[src/rtl/uart_tx.sv]
// uart_tx: UART transmitter. Sends 8 data bits LSB first, with an optional
// parity bit and one stop bit. The line idles high.
// Bit timing comes from a clock-enable style baud counter, so no derived
// clock is generated.
//
// Parameters
//   SYSTEM_CLK  input clock frequency in Hz
//   BAUDRATE    serial bit rate; CLKS_PER_BIT = SYSTEM_CLK / BAUDRATE (2..65535)
//   PARITY_EN   1 inserts a parity bit between the data bits and the stop bit
//   PARITY_ODD  0 selects even parity, 1 selects odd parity
//
// Ports
//   clk       system clock; all logic is on the rising edge
//   rst       synchronous reset, active high
//   tx_data   byte to send; latched when the byte is accepted
//   tx_valid  request to send tx_data
//   tx_ready  high when a byte can be accepted this cycle (IDLE and not in reset)
//   tx        serial line output (registered, idle high)
//   tx_busy   high while a frame is in progress
//   tx_done   one-cycle pulse in the cycle after the stop bit completes
module uart_tx #(
  parameter int SYSTEM_CLK = 1000000,
  parameter int BAUDRATE   = 9600,
  parameter int PARITY_EN  = 0,
  parameter int PARITY_ODD = 0
) (
  input  logic       clk,
  input  logic       rst,
  input  logic [7:0] tx_data,
  input  logic       tx_valid,
  output logic       tx_ready,
  output logic       tx,
  output logic       tx_busy,
  output logic       tx_done
);

  localparam int          CLKS_PER_BIT   = SYSTEM_CLK / BAUDRATE;
  localparam logic [15:0] BAUD_LAST      = 16'(CLKS_PER_BIT - 1);
  localparam logic        PARITY_ODD_BIT = (PARITY_ODD != 0);
  localparam logic        PARITY_EN_BIT  = (PARITY_EN != 0);

  typedef enum logic [2:0] {
    IDLE   = 3'd0,
    START  = 3'd1,
    DATA   = 3'd2,
    PARITY = 3'd3,
    STOP   = 3'd4
  } state_t;

  state_t      state_q, state_d;
  logic [15:0] baud_q, baud_d;
  logic [2:0]  bit_cnt_q, bit_cnt_d;
  logic [7:0]  shift_q, shift_d;
  logic [7:0]  data_q, data_d;
  logic        tx_q, tx_d;
  logic        done_q, done_d;

  logic bit_end;
  logic parity_bit;

  assign bit_end = (baud_q == BAUD_LAST);

  // Parity comes from the byte latched at accept, not from the shift
  // register, which has been emptied by the time the parity bit goes out.
  assign parity_bit = (^data_q) ^ PARITY_ODD_BIT;

  // Next-state logic. tx_d is the value the line takes in the next cycle,
  // so every change of bit is decided one edge ahead and the line itself
  // comes straight from a flop. A bit ends when the baud counter reaches
  // CLKS_PER_BIT-1, which makes every bit exactly CLKS_PER_BIT cycles long.
  always_comb begin
    state_d   = state_q;
    baud_d    = baud_q;
    bit_cnt_d = bit_cnt_q;
    shift_d   = shift_q;
    data_d    = data_q;
    tx_d      = tx_q;
    done_d    = 1'b0;

    case (state_q)
      IDLE: begin
        baud_d    = 16'd0;
        bit_cnt_d = 3'd0;
        tx_d      = 1'b1;
        // Reset has priority in the flop block, so tx_valid alone is the
        // accept condition here.
        if (tx_valid) begin
          state_d = START;
          shift_d = tx_data;
          data_d  = tx_data;
          tx_d    = 1'b0;
        end
      end

      START: begin
        if (bit_end) begin
          baud_d    = 16'd0;
          state_d   = DATA;
          tx_d      = shift_q[0];
          shift_d   = {1'b0, shift_q[7:1]};
          bit_cnt_d = 3'd0;
        end else begin
          baud_d = baud_q + 16'd1;
        end
      end

      DATA: begin
        // bit_cnt_q counts the data bits already placed on the line, minus one.
        if (bit_end) begin
          baud_d = 16'd0;
          if (bit_cnt_q == 3'd7) begin
            if (PARITY_EN_BIT) begin
              state_d = PARITY;
              tx_d    = parity_bit;
            end else begin
              state_d = STOP;
              tx_d    = 1'b1;
            end
          end else begin
            tx_d      = shift_q[0];
            shift_d   = {1'b0, shift_q[7:1]};
            bit_cnt_d = bit_cnt_q + 3'd1;
          end
        end else begin
          baud_d = baud_q + 16'd1;
        end
      end

      PARITY: begin
        if (bit_end) begin
          baud_d  = 16'd0;
          state_d = STOP;
          tx_d    = 1'b1;
        end else begin
          baud_d = baud_q + 16'd1;
        end
      end

      STOP: begin
        if (bit_end) begin
          baud_d  = 16'd0;
          state_d = IDLE;
          tx_d    = 1'b1;
          done_d  = 1'b1;
        end else begin
          baud_d = baud_q + 16'd1;
        end
      end

      default: begin
        state_d = IDLE;
        baud_d  = 16'd0;
        tx_d    = 1'b1;
      end
    endcase
  end

  // State register. Reset abandons any partial frame: the line goes high,
  // the FSM returns to IDLE and no tx_done is produced.
  always_ff @(posedge clk) begin
    if (rst) begin
      state_q   <= IDLE;
      baud_q    <= 16'd0;
      bit_cnt_q <= 3'd0;
      shift_q   <= 8'd0;
      data_q    <= 8'd0;
      tx_q      <= 1'b1;
      done_q    <= 1'b0;
    end else begin
      state_q   <= state_d;
      baud_q    <= baud_d;
      bit_cnt_q <= bit_cnt_d;
      shift_q   <= shift_d;
      data_q    <= data_d;
      tx_q      <= tx_d;
      done_q    <= done_d;
    end
  end

  assign tx_ready = (state_q == IDLE) & ~rst;
  assign tx       = tx_q;
  assign tx_busy  = (state_q != IDLE);
  assign tx_done  = done_q;

endmodule

[config.mk]
export PLATFORM = sky130hd
export DESIGN_NAME = uart_tx
export DESIGN_NICKNAME = d
export VERILOG_FILES = /design/src/rtl/uart_tx.sv
export SDC_FILE = /design/constraint.sdc
export NUM_CORES = 1
export LEC_CHECK = 0
export CAP_MARGIN = 20
export CORE_ASPECT_RATIO = 1.5
export CORE_MARGIN = 1.5
export CORE_UTILIZATION = 60
export DETAILED_ROUTE_END_ITERATION = 16
export GPL_TIMING_DRIVEN = 0
export PLACE_DENSITY = 0.81
export RECOVER_POWER = 100
export SYNTH_ARGS = -nofsm -noshare
export SYNTH_HDL_FRONTEND = slang
export SYNTH_SLANG_ARGS = --single-unit
[constraint.sdc]
create_clock -name clk -period 3.4 [get_ports clk]
set_input_delay 0.68 -clock clk [delete_from_list [all_inputs] [get_ports clk]]
set_output_delay 0.68 -clock clk [all_outputs]
set_load 0.005 [all_outputs]
---- Yosys cells after proc, flatten, opt, wreduce, memory -nomap -nowiden ----
Cells that the tools add are included.
cells by class
  equal/unequal tests ..................... 14
  reduce and logical (&&, ||, !) cells .... 11
  add/subtract/negate cells ............... 2
  bitwise logic cells ..................... 4
  mux-type cells .......................... 22
operators with widths
  cell                                                   number
  two-way mux 8 bit                                      4
  two-way mux 3 bit                                      8
  one-hot mux 8 bit (3 select lines)                     1
  adder 16 x 1 -> 16 bit (second input constant)         1
  equality test 16 x 7 -> 1 bit (second input constant)  1
  one-hot mux 3 bit (5 select lines)                     1
  != test 2 bit (second input constant)                  7
  one-hot mux 3 bit (3 select lines)                     1
  equality test 3 x 2 -> 1 bit (second input constant)   2
  equality test 3 bit (second input constant)            2
  two-way mux 1 bit                                      6
  AND reduction 6 bit                                    1
  nonzero test 3 bit                                     2
  AND reduction 5 bit                                    1
  one-hot mux 1 bit (4 select lines)                     1
  AND reduction 4 bit                                    1
  OR reduction 2 bit                                     2
  OR reduction 4 bit                                     1
  adder 3 x 1 -> 3 bit (second input constant)           1
  equality test 3 x 1 -> 1 bit (second input constant)   1
  zero test 3 bit                                        1
  NOT 1 bit                                              3
  AND reduction 3 bit                                    1
  OR reduction 3 bit                                     1
  2 further kinds                                        2
word-level totals
  output and inout port bits .............. 4
  input bits .............................. 11
  flip-flop bits (word level) ............. 32

---- Depth between registers and ports, before layout ----
Gate-level depths: netlist (run 1).
  depth after elaboration ................. 4
  depth in mapped cells ................... 7
  mapped depth without buffers ............ 6

---- Worst setup path after synthesis (run 1) ----
Ideal clock, no wire load.
  path kind ............................... input port to output port
  start ................................... in rst
  end ..................................... out tx_ready
  cell stages on the path ................. 3
  arrival ................................. 1.250 ns
  path slack .............................. 1.470 ns
  required time ........................... 2.720 ns
  cells stage by stage .................... or2_2 clkbuf_1 nor3_1
on the way
  word-level cells in the longest chain between the ends .. 2
RTL lines
  element             line  RTL
  start: declaration  28    input logic rst,
  NOT 1 bit           180   assign tx_ready = (state_q == IDLE) & ~rst;
  AND 1 bit           180
  end: declaration    31    output logic tx_ready,
No other way between the ends.

---- Final worst setup path (run 1) ----
Ends and elaborated chain as after synthesis.

==> results.yml, run 1 <==
route:
  vias: 1323
  met1_length_mm: 1.22
  dr_wl_met2_mm: 1.71
  drtAntennaViolNets: 0
  drt-pass1-iter-count: 10
  drt_iter0_drc: 37
  wirelength_mm: 3.12
  wl_per_cell_um: 14.1
  viasPerCell: 5.99
  top_layer: "met4"
  drc_errors: 1
  met3_length_um: 110
critical_path:
  crit_family: "buffers and inverters"
  cpPeakStageDelay_ps: 610
  crit_arrival_ps: 2480
  path_buf_inv: 3
  reg2reg_depth: 7
  cp.required_ps: 2720
  rrSetupSlack_ps: 1290
  cpMostUsedCell: "dlygate4sd3_1"
  crit_path_start_kind: "input port"
  timing.rr.start: "baud_q[0]$_SDFF_PP0_"
  r2r_end: "baud_q[10]$_SDFF_PP0_"
  worstPathCellList: "dlygate4sd3_1 > or2_2 > clkbuf_1 > nor3_1 > dlygate4sd3_1"
  crit_path_top_delay_cell: "dlygate4sd3_1"
  crit_fanout: 6
  crit_path_end_kind: "output port"
  path_class: "input port to output port"
floorplanning:
  ios: 15
  fp.coreArea_sq_mm: 0.00245
  dieWidth_um: 44.5
  start_util_pct: 63.4
  die_h_um: 65.3
  row_count: 22
  die-area_sq_mm: 0.00291
logic_synthesis:
  avgSynthCellArea_sq_um: 8.72
  ys_types: 38
  synth-seq-cells: 32
  synth-main-ff-cell: "dfxtp_1"
  synth-async-reset-ratio_pct: 0
  yosys_warnings: 0
  synth_edf_count: 0
  synth_top_area_cell: "dfxtp_1"
  synth_nets: 192
  netlist_area_sq_mm: 0.00155
  synthTopCellsByArea: "dfxtp_1 (41%), mux2i_1 (7.1%), xnor2_1 (5.6%)"
  yosysTopAreaCellShare_pct: 41.3
  synthCells: 178
  ys_seq_area_share_pct: 41.3
clocking:
  cts.sinks: 32
  cts_resized: 0
  clock_latency_ps: 340
  htreeDepth: 2
  cts_buffer_depth: 2
  holdBufCountCts: 0
  cts-root-buf: "clkbuf_4"
  clk_pin_slew_ps: 90
  cts_setup_buffers: 0
  cts_tree: "done"
  cts_buffers: 5
power_and_ir_drop:
  power_uw: 669
  power.density_mw_per_mm2: 381
  leakagePower_nw: 0.617
  ir_drop_mv: 0.243
placed_design:
  dp_hpwl_mm: 2.35
  dp_cells: 216
  portBuffers: 14
  pre_cts_ws_ps: 414
  gp_congestion: 0.904
sta:
  min_period_over_period_pct: 93.0
  rsz0062_at_grt: "false"
  finalSetupTns_ps: 0
  fin_ws_ps: 238
  setup_viol: 0
  clock.fmax_mhz: 316
  maxSlewViolCount: 0
  worst_slew_pin_slew_ps: 597
  period_minus_slack_ps: 3160
  finalHoldViolCount: 0
  relSlewSlack_pct: 59.9
  skew_ps: 7.61
worst_hold_path:
  hp-start: "shift_q[4]$_SDFFE_PP0P_"
  hold_depth: 2
  hold_path_class: "flop to flop"
  worstHoldEndpoint: "shift_q[4]$_SDFFE_PP0P_"
cells_and_area:
  fin_nets: 213
  syn_to_final_growth_pct: 13.1
  multi_input_area_sq_um: 850
  drive_above_1_share_pct: 8.12
  instances_no_fill: 221
  final_util_pct: 71.7
  final_common_cell: "dfxtp_1"
  layout_common_cells: "dfxtp_1 (32), nor2_1 (20), nand2_1 (19)"
  final-seq-area_sq_um: 641
  diodes: 0
  n_fill_cell: 212
grt:
  grt_max_degree: 11
  gr-total-overflow: 0
  grt_pass1_wl_mm: 5.49
  grt_pass1_vias: 1308
  grt_usage_pct: 25.7
  antenna_found_initial: 0
flow_run:
  drv_cap: 0
run_status:
  status: "complete, but fails checks"
  violations: "DRC"
-- logic make-up after synthesis --
family,synth area share (%)
flip-flops,41.3
buffers and inverters,4.03
adder cells (fa/ha/maj),2.42
AO/OA/AOI/OAI,10.5
multiplexers,7.09
XOR/XNOR,7.82
AND/OR/NAND/NOR,26.9
-- metal layers --
metal,vias to the layer above,global-route usage (%)
li1,662,-
met1,622,25.6
met2,29,45.5
met3,10,7.14
met4,0,14.8
met5,-,0
-- flip-flops by register name, indices dropped and copies added, names as in the netlist --
register,count
baud_q,16
bit_cnt_q,3
shift_q,8
state_q,3
tx,1
tx_done,1
-- cell type report --
class	count	share of cell area [%]
Buffer	9	2.07
Sequential cell	32	36.5
Inverter	6	1.28
Multi-Input combinational cell	131	48.4
Tap cell	24	1.71
Clock buffer	5	2.14
Timing Repair Buffer	14	7.98
-- cell usage after synthesis (all sizes together) (2+ instances only) --
library cell   n
a211oi         2
a21oi          6
buf            5
clkbuf         4
dfxtp         32
ha             3
inv            5
mux2i         11
nand2         20
nand3          7
nand4          3
nor2          20
nor3           4
nor4           5
o211ai         7
o21ai          5
o31ai          2
or2            2
or3           11
xnor2         11
xor2           2
-- through the flow --
stage          area [sq um]  hold WS, ps
2_1_floorplan          1550          431
3_3_place_gp           1720          441
3_5_place_dp           1720          453
4_1_cts                1760          466
5_1_grt                1760          480
6_report               1760          465
-- worst reg2reg max path: cells and delay by family, from the launching register on --
kind          cells  cell delay [ps]
simple gates      4              730
buf+inv           2              620
flops             1              400
fa+ha+maj         1              240
-- how the worst max path moves through the flow --
| stage | from | to | slack, ps | depth (start not counted) |
|---|---|---|---|---|
| 2_1_floorplan | rst | tx_ready | 1470 | 3 |
| 3_3_place_gp | rst | tx_ready | 420 | 5 |
| 3_5_place_dp | rst | tx_ready | 410 | 5 |
| 4_1_cts | rst | tx_ready | 410 | 5 |
| 5_1_grt | rst | tx_ready | 160 | 5 |
| 6_report | rst | tx_ready | 240 | 5 |
-- where the power goes --
| part | switching, mW | internal [mW] |
|---|---|---|
| Sequential | 0.00681 | 0.388 |
| Combinational | 0.0413 | 0.0426 |
| Clock | 0.121 | 0.0689 |
| Total | 0.169 | 0.500 |
No activity file was read; power rests on OpenSTA's default activity.
==> run 2, diff against run 1 <==
Settings changed: ABC_AREA from default to 1, CORE_UTILIZATION 60 to 61, PLACE_DENSITY 0.81 to 0.82.
==> run 2 against run 1 <==
  * First-iteration DRC count shrank 22%
  * Clock skew decreased by 2.0 ps
  * Global-route usage increased by 0.19 points
  * The flow now finishes without violations
  * Final area is 8.7% higher
  * Largest power group is now combinational cells
  * Maximum frequency increased by 18%
  * Flip-flop and latch count unchanged
  * Routed wire length up 8.4%
  * Utilization up 0.41 points
  * Worst hold slack worse by 6.5 ps
  * Die area increased by 6.2%
  * Critical path depth fell by 2
==> results.yml, run 2 <==
sta:
  finalHoldViolCount: 0
  worst_slew_pin_slew_ps: 495
  fin_ws_ps: 726
  rsz0062_at_grt: "false"
  skew_ps: 5.66
  clock.fmax_mhz: 374
  finalSetupTns_ps: 0
  maxSlewViolCount: 0
  period_minus_slack_ps: 2670
  relSlewSlack_pct: 67.0
  setup_viol: 0
  min_period_over_period_pct: 78.6
grt:
  grt_util_met2_pct: 47.6
  grt_pass1_wl_mm: 5.70
  grt-busiest-layer: "met2"
  gr-usage-met1_pct: 23.5
  grt_usage_pct: 25.9
  antenna_found_initial: 0
  grt_pass1_vias: 1449
  grt_max_degree: 11
  use_met3_pct: 8.02
  gr-total-overflow: 0
clocking:
  clk_pin_slew_ps: 60
  cts_buffer_depth: 2
  holdBufCountCts: 0
  cts-root-buf: "clkbuf_8"
  cts_setup_buffers: 0
  cts_buffers: 5
  cts_resized: 0
  htreeDepth: 2
  cts_tree: "done"
  cts.sinks: 32
  clock_latency_ps: 290
worst_hold_path:
  hold_path_class: "flop to flop"
  hold_depth: 1
  hp-start: "baud_q[0]$_SDFF_PP0_"
cells_and_area:
  syn_to_final_growth_pct: 13.5
  largest-register: "baud_q"
  final_util_pct: 72.1
  diodes: 0
  top_regs: "baud_q x16, shift_q x8"
  drive_above_1_share_pct: 9.63
  final-seq-area_sq_um: 641
  largest_register_ffs: 16
  fin_nets: 284
  layout_common_cells: "nand2_1 (55), nor2_1 (50), inv_1 (34)"
  final_common_cell: "nand2_1"
  multi_input_area_sq_um: 830
  n_fill_cell: 247
  instances_no_fill: 307
critical_path:
  reg2reg_depth: 12
  worstPathCellList: "dlygate4sd3_1 > nor2_1 > dlygate4sd3_1"
  path_class: "input port to output port"
  cpMostUsedCell: "dlygate4sd3_1"
  crit_path_end_kind: "output port"
  crit_path_top_delay_cell: "dlygate4sd3_1"
  crit_fanout: 4
  cp.required_ps: 2720
  crit_arrival_ps: 1990
  crit_path_start_kind: "input port"
  startpoint: "rst"
  timing.rr.start: "baud_q[0]$_SDFF_PP0_"
  cpPeakStageDelay_ps: 600
logic_synthesis:
  synth_xor_area_share_pct: 1.56
  synth_nets: 263
  synth_top_family_by_area: "simple AND/OR/NAND/NOR gates"
  ys_types: 26
  avgSynthCellArea_sq_um: 6.75
  synth-main-ff-cell: "dfxtp_1"
  synth-simple-area-share_pct: 39.1
  synth_edf_count: 0
  synthMuxAreaShare_pct: 0
  synth_fa_ha_area_share_pct: 2.23
  synth_top_area_cell: "dfxtp_1"
  synth_compound_area_share_pct: 8.04
  synth-seq-cells: 32
  ys_seq_area_share_pct: 38.1
  synthTopCellsByArea: "dfxtp_1 (38%), nand2_1 (12%), nor2_1 (11%)"
  netlist_area_sq_mm: 0.00168
  synthCells: 249
  synth_commonest_cells: "nand2_1 (53), nor2_1 (50), inv_1 (34), dfxtp_1 (32)"
  yosysTopAreaCellShare_pct: 38.1
  yosys_warnings: 0
  synth-async-reset-ratio_pct: 0
  synth_most_common_cell: "nand2_1"
route:
  drt-pass1-iter-count: 4
  vias: 1525
  drtAntennaViolNets: 0
  drc_errors: 0
  wl_per_cell_um: 11.0
  viasPerCell: 4.97
  wirelength_mm: 3.39
  drt_iter0_drc: 29
flow_run:
  drv_cap: 0
floorplanning:
  fp.coreArea_sq_mm: 0.00265
  dieWidth_um: 45.9
  row_count: 23
  ios: 15
  start_util_pct: 63.5
  die-area_sq_mm: 0.00309
  die_h_um: 67.3
power_and_ir_drop:
  ir_drop_mv: 0.562
  leakagePower_nw: 0.859
  power.density_mw_per_mm2: 692
  power_mw: 1.32
placed_design:
  gp_congestion: 0.872
  portBuffers: 14
  dp_hpwl_mm: 2.43
  dp_cells: 300
  pre_cts_ws_ps: 921
run_status:
  status: "finished clean"
-- run 2: changes by cell type after synthesis, sizes merged, moves of 3 or more --
| cell | delta |
|---|---|
| a21oi | +6 |
| clkbuf | -3 |
| inv | +32 |
| mux2i | -11 |
| nand2 | +39 |
| nand3 | +7 |
| nor2 | +33 |
| nor3 | +3 |
| nor4 | -5 |
| o211ai | -7 |
| o21ai | +8 |
| or2 | +3 |
| or3 | -11 |
| xnor2 | -11 |
-- run 2: area by class of cell --
cell class,count,area share (%)
Clock buffer,6,3.80
Buffer,4,1.70
Multi-Input combinational cell,175,43.4
Clock inverter,1,0.262
Inverter,38,7.47
Tap cell,37,2.42
Sequential cell,32,33.6
Timing Repair Buffer,14,7.34
-- run 2: where the power goes --
group / switching (mW) / internal, mW
Sequential: 0.0408 / 0.446
Clock: 0.140 / 0.139
Combinational: 0.356 / 0.198
-- run 2: final timing paths --
check	slack, ps	end
setup / recovery	730	tx_ready
hold / removal	460	baud_q[0]$_SDFF_PP0_
setup reg to reg	1470	shift_q[4]$_SDFFE_PP0P_
hold reg to reg	460	baud_q[0]$_SDFF_PP0_
-- run 2: per-layer routing --
layer	vias to the layer above	part of all wire [%]
met5	-	0
met4	0	2.9
met3	10	3.0
met2	25	54
met1	678	40
li1	812	-
-- run 2: cell families after synthesis --
family	Yosys count
simple gates	143
buf+inv	42
compound gates	26
xor+xnor	3
flops	32
fa+ha+maj	3
-- run 2: stage by stage --
stage                     hold slack [ps]  area (sq um)
final                                 459          1910
after global routing                  488          1910
after CTS                             462          1950
after detailed placement              446          1870
after global placement                439          1870
after floorplan                       429          1680
-- run 2: worst max-delay path, delay by kind of cell --
kind                   cells  cell delay, ps
buffers and inverters      2            1180
and+or+nand+nor            1             140
==> run 3, diff against run 2 <==
Settings changed: CORE_UTILIZATION 61 to 56, PLACE_DENSITY 0.82 to 0.76.
Clock period 3.4 ns to 2.6 ns, I/O delays scaled along.
==> run 3 against run 2 <==
  * Die area is 8.4% higher
  * Routed wire length fell by 5.8%
  * Worst hold slack got worse by 0.58 ps
  * Combinational power grew 29%
  * Count of clock-buffer cells in the layout up 1
  * Via count grew 1.1%
  * Power rose by 42%
  * Critical endpoint unchanged
  * Final cell count up 0.98%
  * Clock power up 87%
  * Final area up 2.7%
  * Highest routed layer unchanged
  * Setup slack lost 360 ps
  * Utilization shrank 4.1 points
==> results.yml, run 3 (same netlist as run 2, synthesis figures left out) <==
run_status:
  status: "finished clean"
worst_hold_path:
  hold_path_class: "flop to flop"
  hold_depth: 1
  worstHoldEndpoint: "baud_q[0]$_SDFF_PP0_"
  hp-start: "baud_q[0]$_SDFF_PP0_"
route:
  wl_per_cell_um: 10.3
  drt_iter0_drc: 41
  wirelength_mm: 3.19
  vias: 1542
  drt-pass1-iter-count: 5
  drc_errors: 0
  viasPerCell: 4.97
  drtAntennaViolNets: 0
cells_and_area:
  largest_register_ffs: 16
  stdcell_area_sq_mm: 0.00196
  diodes: 0
  largest-register: "baud_q"
  layout_common_cells: "nand2_1 (55), nor2_1 (50), inv_1 (34)"
  fin_nets: 284
  final-seq-area_sq_um: 641
  top_regs: "baud_q x16, shift_q x8"
  n_fill_cell: 292
  final_common_cell: "nand2_1"
  multi_input_area_sq_um: 830
  drive_above_1_share_pct: 10.3
  syn_to_final_growth_pct: 16.6
clocking:
  cts-root-buf: "clkbuf_8"
  cts_setup_buffers: 0
  cts_resized: 0
  cts_buffer_depth: 2
  cts_buffers: 5
  cts_tree: "done"
  clk_pin_slew_ps: 70
  htreeDepth: 2
  clock_latency_ps: 280
  cts.sinks: 32
  holdBufCountCts: 0
floorplanning:
  start_util_pct: 58.3
  dieWidth_um: 47.7
  row_count: 24
  die_h_um: 70.1
  fp.coreArea_sq_mm: 0.00288
  die-area_sq_mm: 0.00335
  ios: 15
critical_path:
  r2r_end: "shift_q[6]$_SDFFE_PP0P_"
  crit_arrival_ps: 1710
  rrSetupSlack_ps: 760
  cpPeakStageDelay_ps: 570
  path_class: "input port to output port"
  timing.rr.start: "baud_q[0]$_SDFF_PP0_"
  crit_path_top_delay_cell: "dlygate4sd3_1"
  worstPathCellList: "clkdlybuf4s50_1 > nor2_1 > dlygate4sd3_1"
  crit_path_end_kind: "output port"
  reg2reg_depth: 12
  cp.required_ps: 2080
  startpoint: "rst"
  crit_fanout: 4
  crit_path_start_kind: "input port"
grt:
  antenna_found_initial: 0
  grt_max_degree: 11
  grt_usage_pct: 22.3
  grt_pass1_vias: 1426
  grt_pass1_wl_mm: 5.58
  gr-total-overflow: 0
placed_design:
  portBuffers: 14
  dpl_cell_area_sq_mm: 0.00187
  gp_congestion: 0.858
  dp_hpwl_mm: 2.41
sta:
  clock.fmax_mhz: 448
  finalSetupTns_ps: 0
  relSlewSlack_pct: 68.3
  min_period_over_period_pct: 85.8
  finalHoldViolCount: 0
  maxSlewViolCount: 0
  period_minus_slack_ps: 2230
  worst_slew_pin_slew_ps: 475
  rsz0062_at_grt: "false"
  skew_ps: 6.94
  setup_viol: 0
power_and_ir_drop:
  power_frac_comb_pct: 38.2
  p_seq_share_pct: 33.9
  power.density_mw_per_mm2: 955
  p_sw_uw: 692
  p_clk_share_pct: 27.9
  leakagePower_nw: 0.882
  ir_drop_mv: 0.657
  intPower_mw: 1.18
  swShare_pct: 37.0
flow_run:
  drv_cap: 0
## run 3: stage by stage
stage | power, mW | std cells | hold slack (ps) | utilization [%] | setup slack [ps]
finish | 1.87 | 310 | 458 | 68.0 | 370
global route | 2.04 | 310 | 498 | 68.0 | 193
CTS | 1.95 | 310 | 467 | 69.3 | 430
detailed placement | 1.42 | 302 | 451 | 64.9 | 459
global placement | 1.41 | 302 | 445 | 64.9 | 463
floorplan | 1.24 | 249 | 429 | - | 1200
## run 3: worst max-delay path: cells and delay by family
kind	cells	cell delay, ps
AND/OR/NAND/NOR	1	70
buffers and inverters	2	1120
## run 3: area by class of cell
cell class | instances | area share [%]
multi-input cells | 175 | 42.3
flip-flops and latches | 32 | 32.7
inverters | 38 | 7.28
repair buffers | 14 | 7.15
clock buffers | 7 | 4.91
well taps | 39 | 2.49
plain buffers | 4 | 1.66
clock inverters | 1 | 1.53
## run 3: how the worst max path moves through the flow
stage | endpoint | slack, ps | cells after the start
after CTS | tx_ready | 430 | 6
final | tx_ready | 370 | 3
after floorplan | shift_q[0]$_SDFFE_PP0P_ | 1200 | 11
after global placement | tx_ready | 460 | 3
after detailed placement | tx_ready | 460 | 3
after global routing | tx_ready | 190 | 6
## run 3: routing by layer
layer	global-route usage, %	up-vias	part of all wire (%)
met5	0	-	0
met4	9.01	0	1.4
met3	5.68	4	3.1
met2	38.7	27	55
met1	23.9	702	40
li1	-	809	-
## run 3: power by group through the flow
stage / sequential (mW) / clock, mW / combinational [mW]
6_report: 0.635 / 0.523 / 0.714
5_1_grt: 0.645 / 0.549 / 0.844
4_1_cts: 0.636 / 0.533 / 0.783
3_5_place_dp: 0.646 / 0 / 0.776
3_3_place_gp: 0.644 / 0 / 0.765
2_1_floorplan: 0.636 / 0 / 0.601
